===== src/rtl/lif_sequencer_if.sv =====
// ----------------------------------------------------------------------------
// lif_sequencer_if
// Input-current channel of the LIF sequencer (valid/ready handshake).
//   in_valid   : a current word is offered
//   in_ready   : the sequencer can take the word this cycle
//   in_idx     : target neuron (0..3)
//   in_current : unsigned current to add to that neuron's pending accumulator
// master = current source, slave = sequencer.
// ----------------------------------------------------------------------------
interface lif_sequencer_if;
   logic       in_valid;
   logic       in_ready;
   logic [1:0] in_idx;
   logic [7:0] in_current;

   modport master (
      output in_valid,
      output in_idx,
      output in_current,
      input  in_ready
   );

   modport slave (
      input  in_valid,
      input  in_idx,
      input  in_current,
      output in_ready
   );
endinterface


===== src/rtl/lif_sequencer.sv =====
// ----------------------------------------------------------------------------
// lif_sequencer
// Four leaky integrate-and-fire neurons sharing one update datapath. Input
// currents accumulate into per-neuron pending registers while idle; a tick
// starts a sweep that updates neurons 0..3 on four consecutive edges and then
// publishes all four spike bits together.
// Ports:
//   clk, rst_n   : clock, asynchronous active-low reset
//   tick         : start one update sweep (ignored while busy, sets overrun)
//   in_bus       : input-current handshake channel (slave side)
//   cfg_we       : threshold write strobe (honoured only while idle)
//   cfg_thresh   : new threshold value
//   spikes       : spike bits of the last completed sweep
//   done         : one-cycle pulse after a sweep completes
//   busy         : sweep in progress
//   overrun      : sticky, a tick arrived while busy
// ----------------------------------------------------------------------------
module lif_sequencer #(
   parameter logic [7:0] THRESH_INIT = 8'd32,
   parameter int         REFRAC      = 2
) (
   input  logic                  clk,
   input  logic                  rst_n,
   input  logic                  tick,
   lif_sequencer_if.slave        in_bus,
   input  logic                  cfg_we,
   input  logic [7:0]            cfg_thresh,
   output logic [3:0]            spikes,
   output logic                  done,
   output logic                  busy,
   output logic                  overrun
);

   typedef enum logic {IDLE, UPDATE} state_t;

   localparam logic [1:0] REFRAC_LOAD = 2'(REFRAC);

   state_t     state;
   state_t     state_next;
   logic [1:0] idx;
   logic [7:0] mem   [4];
   logic [7:0] pend  [4];
   logic [1:0] refr  [4];
   logic [7:0] threshold;
   logic [3:0] sweep_bits;

   logic [8:0] acc_sum;
   logic [7:0] acc_sat;
   logic [8:0] upd_sum;
   logic [7:0] upd_next;
   logic       in_refrac;
   logic       fire;
   logic [3:0] bits_next;

   // Shared arithmetic: saturating accumulate for the input channel and the
   // leak-plus-integrate step for the neuron currently selected by idx.
   // bits_next merges this neuron's result into the sweep so the final edge
   // can publish all four bits at once.
   always_comb begin
      acc_sum   = {1'b0, pend[in_bus.in_idx]} + {1'b0, in_bus.in_current};
      acc_sat   = acc_sum[8] ? 8'hFF : acc_sum[7:0];
      upd_sum   = {1'b0, pend[idx]} + {2'b00, mem[idx][7:1]};
      upd_next  = upd_sum[8] ? 8'hFF : upd_sum[7:0];
      in_refrac = (refr[idx] != 2'd0);
      fire      = !in_refrac && (upd_next >= threshold);
      bits_next = sweep_bits;
      bits_next[idx] = fire;
   end

   // State register.
   always_ff @(posedge clk or negedge rst_n) begin
      if (!rst_n) state <= IDLE;
      else        state <= state_next;
   end

   // Next state: a sweep always lasts exactly four edges.
   always_comb begin
      state_next = state;
      case (state)
         IDLE:    if (tick) state_next = UPDATE;
         UPDATE:  if (idx == 2'd3) state_next = IDLE;
         default: state_next = IDLE;
      endcase
   end

   // Handshake/status outputs decoded from the state.
   always_comb begin
      busy            = (state == UPDATE);
      in_bus.in_ready = (state == IDLE);
   end

   // Neuron storage, threshold and sweep bookkeeping. Inputs and config are
   // only taken while idle, so they never collide with a neuron update.
   always_ff @(posedge clk or negedge rst_n) begin
      if (!rst_n) begin
         idx        <= 2'd0;
         threshold  <= THRESH_INIT;
         sweep_bits <= 4'd0;
         spikes     <= 4'd0;
         done       <= 1'b0;
         overrun    <= 1'b0;
         for (int i = 0; i < 4; i++) begin
            mem[i]  <= 8'd0;
            pend[i] <= 8'd0;
            refr[i] <= 2'd0;
         end
      end else begin
         done <= 1'b0;
         if (tick && state == UPDATE) overrun <= 1'b1;
         case (state)
            IDLE: begin
               idx <= 2'd0;
               if (in_bus.in_valid) pend[in_bus.in_idx] <= acc_sat;
               if (cfg_we) threshold <= cfg_thresh;
            end
            UPDATE: begin
               pend[idx] <= 8'd0;
               if (in_refrac) begin
                  mem[idx]  <= 8'd0;
                  refr[idx] <= refr[idx] - 2'd1;
               end else if (fire) begin
                  mem[idx]  <= 8'd0;
                  refr[idx] <= REFRAC_LOAD;
               end else begin
                  mem[idx]  <= upd_next;
               end
               sweep_bits <= bits_next;
               idx        <= idx + 2'd1;
               if (idx == 2'd3) begin
                  spikes <= bits_next;
                  done   <= 1'b1;
               end
            end
            default: idx <= 2'd0;
         endcase
      end
   end

endmodule

===== src/flat_wrapper.sv =====
// flat-port wrapper written by rule: the top's interface ports become plain ports
module lif_sequencer_flat 
#(
   parameter logic [7:0] THRESH_INIT = 8'd32,
   parameter int         REFRAC      = 2
)
  (clk, rst_n, tick, cfg_we, cfg_thresh, spikes, done, busy, overrun, in_bus_in_valid, in_bus_in_idx, in_bus_in_current, in_bus_in_ready);
  lif_sequencer_if in_bus_i ();
  input  logic clk;
  input  logic rst_n;
  input  logic tick;
  input  logic cfg_we;
  input  logic [7:0] cfg_thresh;
  output logic [3:0] spikes;
  output logic done;
  output logic busy;
  output logic overrun;
  input wire logic [$bits(in_bus_i.in_valid)-1:0] in_bus_in_valid;
  input wire logic [$bits(in_bus_i.in_idx)-1:0] in_bus_in_idx;
  input wire logic [$bits(in_bus_i.in_current)-1:0] in_bus_in_current;
  output wire logic [$bits(in_bus_i.in_ready)-1:0] in_bus_in_ready;
  assign in_bus_i.in_valid = in_bus_in_valid;
  assign in_bus_i.in_idx = in_bus_in_idx;
  assign in_bus_i.in_current = in_bus_in_current;
  assign in_bus_in_ready = in_bus_i.in_ready;
  lif_sequencer #(.THRESH_INIT(THRESH_INIT), .REFRAC(REFRAC)) u_core (.clk(clk), .rst_n(rst_n), .tick(tick), .in_bus(in_bus_i), .cfg_we(cfg_we), .cfg_thresh(cfg_thresh), .spikes(spikes), .done(done), .busy(busy), .overrun(overrun));
endmodule

===== config.mk =====
export PLATFORM = sky130hd
export DESIGN_NAME = lif_sequencer_flat
export DESIGN_NICKNAME = d
export VERILOG_FILES = /design/src/rtl/lif_sequencer_if.sv /design/src/rtl/lif_sequencer.sv /design/src/flat_wrapper.sv
export SDC_FILE = /design/constraint.sdc
export NUM_CORES = 1
export LEC_CHECK = 0
export CAP_MARGIN = 40
export CORE_ASPECT_RATIO = 2
export CORE_UTILIZATION = 60
export DETAILED_ROUTE_END_ITERATION = 7
export PLACE_DENSITY_LB_ADDON = 0.08
export SLEW_MARGIN = 0
export SYNTH_ARGS = -nofsm -noshare
export SYNTH_HDL_FRONTEND = slang
export SYNTH_SLANG_ARGS = --single-unit
export TNS_END_PERCENT = 1

===== constraint.sdc =====
create_clock -name clk -period 5.45 [get_ports clk]
set_input_delay 1.09 -clock clk [delete_from_list [all_inputs] [get_ports clk]]
set_output_delay 1.09 -clock clk [all_outputs]
set_load 0.03 [all_outputs]

==> flow_results.org <==
** Power
- Summed over all cells, the static leakage comes to around 2.6 nW.
- Total power consumption of the routed design :: between 3 and 4 mW
- Dividing total power by cell area gives a power density of approximately 620 mW/mm2.
- Worst supply voltage drop on vdd :: between 0.3 and 0.4 mV

** Detailed routing
- Per-cell via count in the routed design :: roughly 6.4
- Vias post-DR :: ~3.7k
- Met3 wire len :: around 470 um
- DR pass1 iterations :: 4
- The detailed router used layers up to and including met4.
- Wires add up to between 10,000 and 15,000 um.
- Met2 WL post-DR :: ~6600 um
- For this run, design rule violations remaining after detail routing come to 0.
- Number of violations reported at the end of detailed-routing iteration 0 :: between 200 and 250
- Antenna violation net count after detailed routing :: 0
- In the final routed layout, each cell accounts on average for approximately 20 um.
- After detailed routing, the wire length on met1 is 4190 um.

** Floorplanning
- Die Span Y :: 131 um
- The floorplan has 46 rows.
- The floorplan step defined a die boundary enclosing 0.00870 mm2.
- Initial core utilization :: 0.624
- Die Span X :: roughly 66 um
- Total I/O pin count :: 31
- The floorplan step defined a core boundary enclosing 0.00800 mm2.

** Yosys
- Post-synthesis net count :: 508
- By area the synthesized netlist is led by sky130_fd_sc_hd__dfrtp_1, sky130_fd_sc_hd__mux4_2, sky130_fd_sc_hd__ha_1.
- Share of synthesized registers carrying an async set or reset :: 1.00
- The number of different library cells used by synthesis comes to 50.
- Post-synth EDFFs :: 0
- In this run, synthesis produced a sequential element count of between 80 and 90.
- Most numerous cell in the Yosys netlist :: sky130_fd_sc_hd__dfrtp_1
- Yosys synthesis warning count :: 0
- Avg Cell Area, Syn :: ~11 um2
- The share of the Yosys chip area taken by registers is 0.442.
- The largest total area in the synthesized netlist belongs to sky130_fd_sc_hd__dfrtp_1.
- Of the post-synthesis cell area, the dominant cell type holds 0.436.
- Mapped Cells :: about 460
- Among all flip-flop cells after synthesis, the most frequent one is sky130_fd_sc_hd__dfrtp_1.
- Sorting the synthesized cells by how often they occur yields sky130_fd_sc_hd__dfrtp_1, sky130_fd_sc_hd__o21ai_0, sky130_fd_sc_hd__nand2_1.
- Summing every instance area after synthesis gives 0.00499 mm2.

** Timing
- Maximum clock frequency :: roughly 220 MHz
- Worst Hold Slack :: between 0.4 and 0.5 ns
- Fin. max-slew vios :: 0
- Post-Route Setup TNS :: 0 ns
- At the pin with the least slew margin, the transition time is about 0.85 ns.
- Unrepaired setup endpoints after global routing :: false
- Between clock sinks in the finished design, the worst skew comes to 0.00573 ns.
- Setup violations remaining at the end of the flow were counted as 0.
- The number of failing hold endpoints at the final stage is 0.
- Of the available clock period, the critical path in the final layout requires 0.824.
- Headroom to the max-slew limit came out at 0.433.
- For the finished layout, the period the worst path requires is roughly 4.5 ns.

** Placement
- Port buffering added 30 buffers.
- After legalization and detailed placement, the total HPWL measured around 8900 um.
- At the end of routability-driven placement, the weighted congestion stood at 1.00.
- After detailed placement, the design holds a cell count of 568.

** CTS
- Clock tree synthesis found a total of between 80 and 90 sinks.
- Once the clock tree was built, the setup fixing pass inserted 0 buffers.
- Number of buffers on the longest clock path :: 2
- The H-tree generated during clock tree synthesis spans 3 levels.
- Clock insertion delay at the later pin of the skew report :: ~0.34 ns
- Post-CTS sizing :: 0
- Number of hold-repair buffers added at the cts stage :: 0
- CTS clock-pin slew for the worst setup and hold paths :: 0.06 ns
- TritonCTS built the clock tree.
- In this run, CTS created clock tree buffers numbering 9.
- Master cell of the clock root buffer :: sky130_fd_sc_hd__clkbuf_16

** Final layout
- The repair_antennas step left the layout with diodes totalling 0.
- Core utilization of the finished layout :: 0.718
- At the end of the flow, the number of nets in the layout was roughly 540.
- Synth-to-layout area growth :: 15.1%
- Excluding fillers, the count of instances in the completed layout stands at 584.
- Layout cell share with drive strength beyond 1 :: 0.137
- Fillcell total :: 603

** Min path
- Counting instances, the worst hold path has a depth of 1.
- Startpoint of the tightest hold check path :: u_core.overrun$_DFFE_PN0P_
- Terminating pin of the worst hold path :: u_core.overrun$_DFFE_PN0P_
- Worst hold-check path type :: flip-flop to flip-flop

** Global routing
- Via count of the first global-routing pass :: 3,848
- Maximum number of pins on one net before global-route repair :: 46
- Total routing resource utilization after global routing :: 0.304
- First-pass GRT wire length :: ~19,000 um
- Antenna violations before repair :: 0
- Remaining Overflow, GRT :: 0

** Worst setup path
- Reg-to-Reg End :: u_core.spikes[3]$_DFFE_PN0P_
- CP endpoint kind :: flip-flop
- Setup slack on the worst reg-to-reg path comes out at ~0.96 ns.
- Among the stages of the critical path, the cell type that occurs most often is sky130_fd_sc_hd__ha_1.
- In this run the critical register-to-register path is launched from u_core.idx[0]$_DFF_PN0_.
- Worst reg2reg path depth :: 14
- For this run, the slowest stage of the critical path takes around 0.62 ns.
- For the worst setup path, the data arrival time is ~4.7 ns.
- Cell-by-cell trace of the critical path :: mux4_1, ha_1, fa_1, a211o_1, nand2_1, a21oi_2, or2_2, ha_1, a41o_1, a21oi_1, o21ai_2, a31oi_1, nor2_1, a21o_1
- The slowest stage of the critical path is the sky130_fd_sc_hd__mux4_1 cell.
- Along the worst path, the maximum fanout reaches 9.
- Required time at the endpoint of the critical path :: ~5.7 ns
- Kind of launch point of the worst setup path :: flip-flop
- The critical path is of the flip-flop to flip-flop type.

** Outcome
- The flow ran to the end, and the final reports show no timing, DRC or antenna violations.

** Run
- Maximum Capacitance Violations :: 0
## layer usage
layer  vias to the layer above  GRT usage
met5                         -          0
li1                       1739          -
met1                      1848      0.322
met4                         0      0.168
met2                       107      0.562
met3                        37     0.0425
## worst max-delay path by stage
stage                                 start                           end
finish              u_core.idx[0]$_DFF_PN0_  u_core.spikes[3]$_DFFE_PN0P_
global route        u_core.idx[0]$_DFF_PN0_  u_core.spikes[1]$_DFFE_PN0P_
CTS                 u_core.idx[0]$_DFF_PN0_  u_core.spikes[3]$_DFFE_PN0P_
detailed placement  u_core.idx[0]$_DFF_PN0_  u_core.spikes[3]$_DFFE_PN0P_
global placement    u_core.idx[0]$_DFF_PN0_  u_core.spikes[3]$_DFFE_PN0P_
floorplan           u_core.idx[0]$_DFF_PN0_     u_core.mem[5]$_DFFE_PN0P_
## report_power, final
group,leakage [nW],internal [mW],switching (mW)
combinational,1.31,0.785,1.02
sequential,1.16,0.912,0.196
clock,0.159,0.416,0.254
## critical path, delay by kind of cell, from the launching register on
family                   cells  cell delay [ns]
adder cells (fa/ha/maj)      3             1.01
multiplexers                 1             0.62
AND/OR/NAND/NOR              3             0.54
AO/OA/AOI/OAI                7             1.63
flip-flops                   1             0.59
## flip-flops by register name, indices dropped and copies added, names as in the netlist
name               flops
u_core.threshold       8
u_core.idx             2
u_core.overrun         1
u_core.done            1
u_core.mem            28
u_core.busy            1
u_core.spikes          4
u_core.pend           32
u_core.refr            8
u_core.sweep_bits      3
## placed cells by master (no fill, tap or decap), types with 7 or more instances in the layout
cell type	netlist	routed
sky130_fd_sc_hd__ha_1	28	28
sky130_fd_sc_hd__mux2_2	13	13
sky130_fd_sc_hd__o21ai_0	59	59
sky130_fd_sc_hd__nor2_1	27	27
sky130_fd_sc_hd__mux4_1	7	7
sky130_fd_sc_hd__nand2_1	31	31
sky130_fd_sc_hd__clkdlybuf4s50_1	0	29
sky130_fd_sc_hd__nand3_1	29	29
sky130_fd_sc_hd__mux4_2	18	18
sky130_fd_sc_hd__clkbuf_16	0	9
sky130_fd_sc_hd__inv_1	19	19
sky130_fd_sc_hd__a22o_1	12	12
sky130_fd_sc_hd__xnor2_1	7	7
sky130_fd_sc_hd__a21oi_1	21	21
sky130_fd_sc_hd__a21o_1	8	8
sky130_fd_sc_hd__o21a_1	8	8
sky130_fd_sc_hd__dfrtp_1	87	87
## through the flow
stage	cell area (um2)	setup slack [ns]
after global placement	5350	1.05
final	5740	0.959
after CTS	5740	0.964
after detailed placement	5420	1.01
after global routing	5740	0.704
after floorplan	4990	1.36
## kinds of logic (layout without fill, tap and decap cells)
group,Yosys count,in the layout,synth area share
compound gates,138,138,0.178
xor+xnor,7,7,0.0123
fa+ha+maj,30,30,0.0783
buf+inv,41,74,0.0334
flops,88,88,0.442
mux,39,39,0.149
simple gates,112,112,0.107
## layout make-up
type / instances / area [um2] / area share
clock inverters: 6 / 90.1 / 0.0157
repair buffers: 38 / 398 / 0.0693
flip-flops and latches: 88 / 2200 / 0.384
multi-input cells: 326 / 2620 / 0.456
clock buffers: 10 / 239 / 0.0416
inverters: 20 / 75.1 / 0.0131
well taps: 96 / 120 / 0.0209
(Power assumes the default switching activity.)
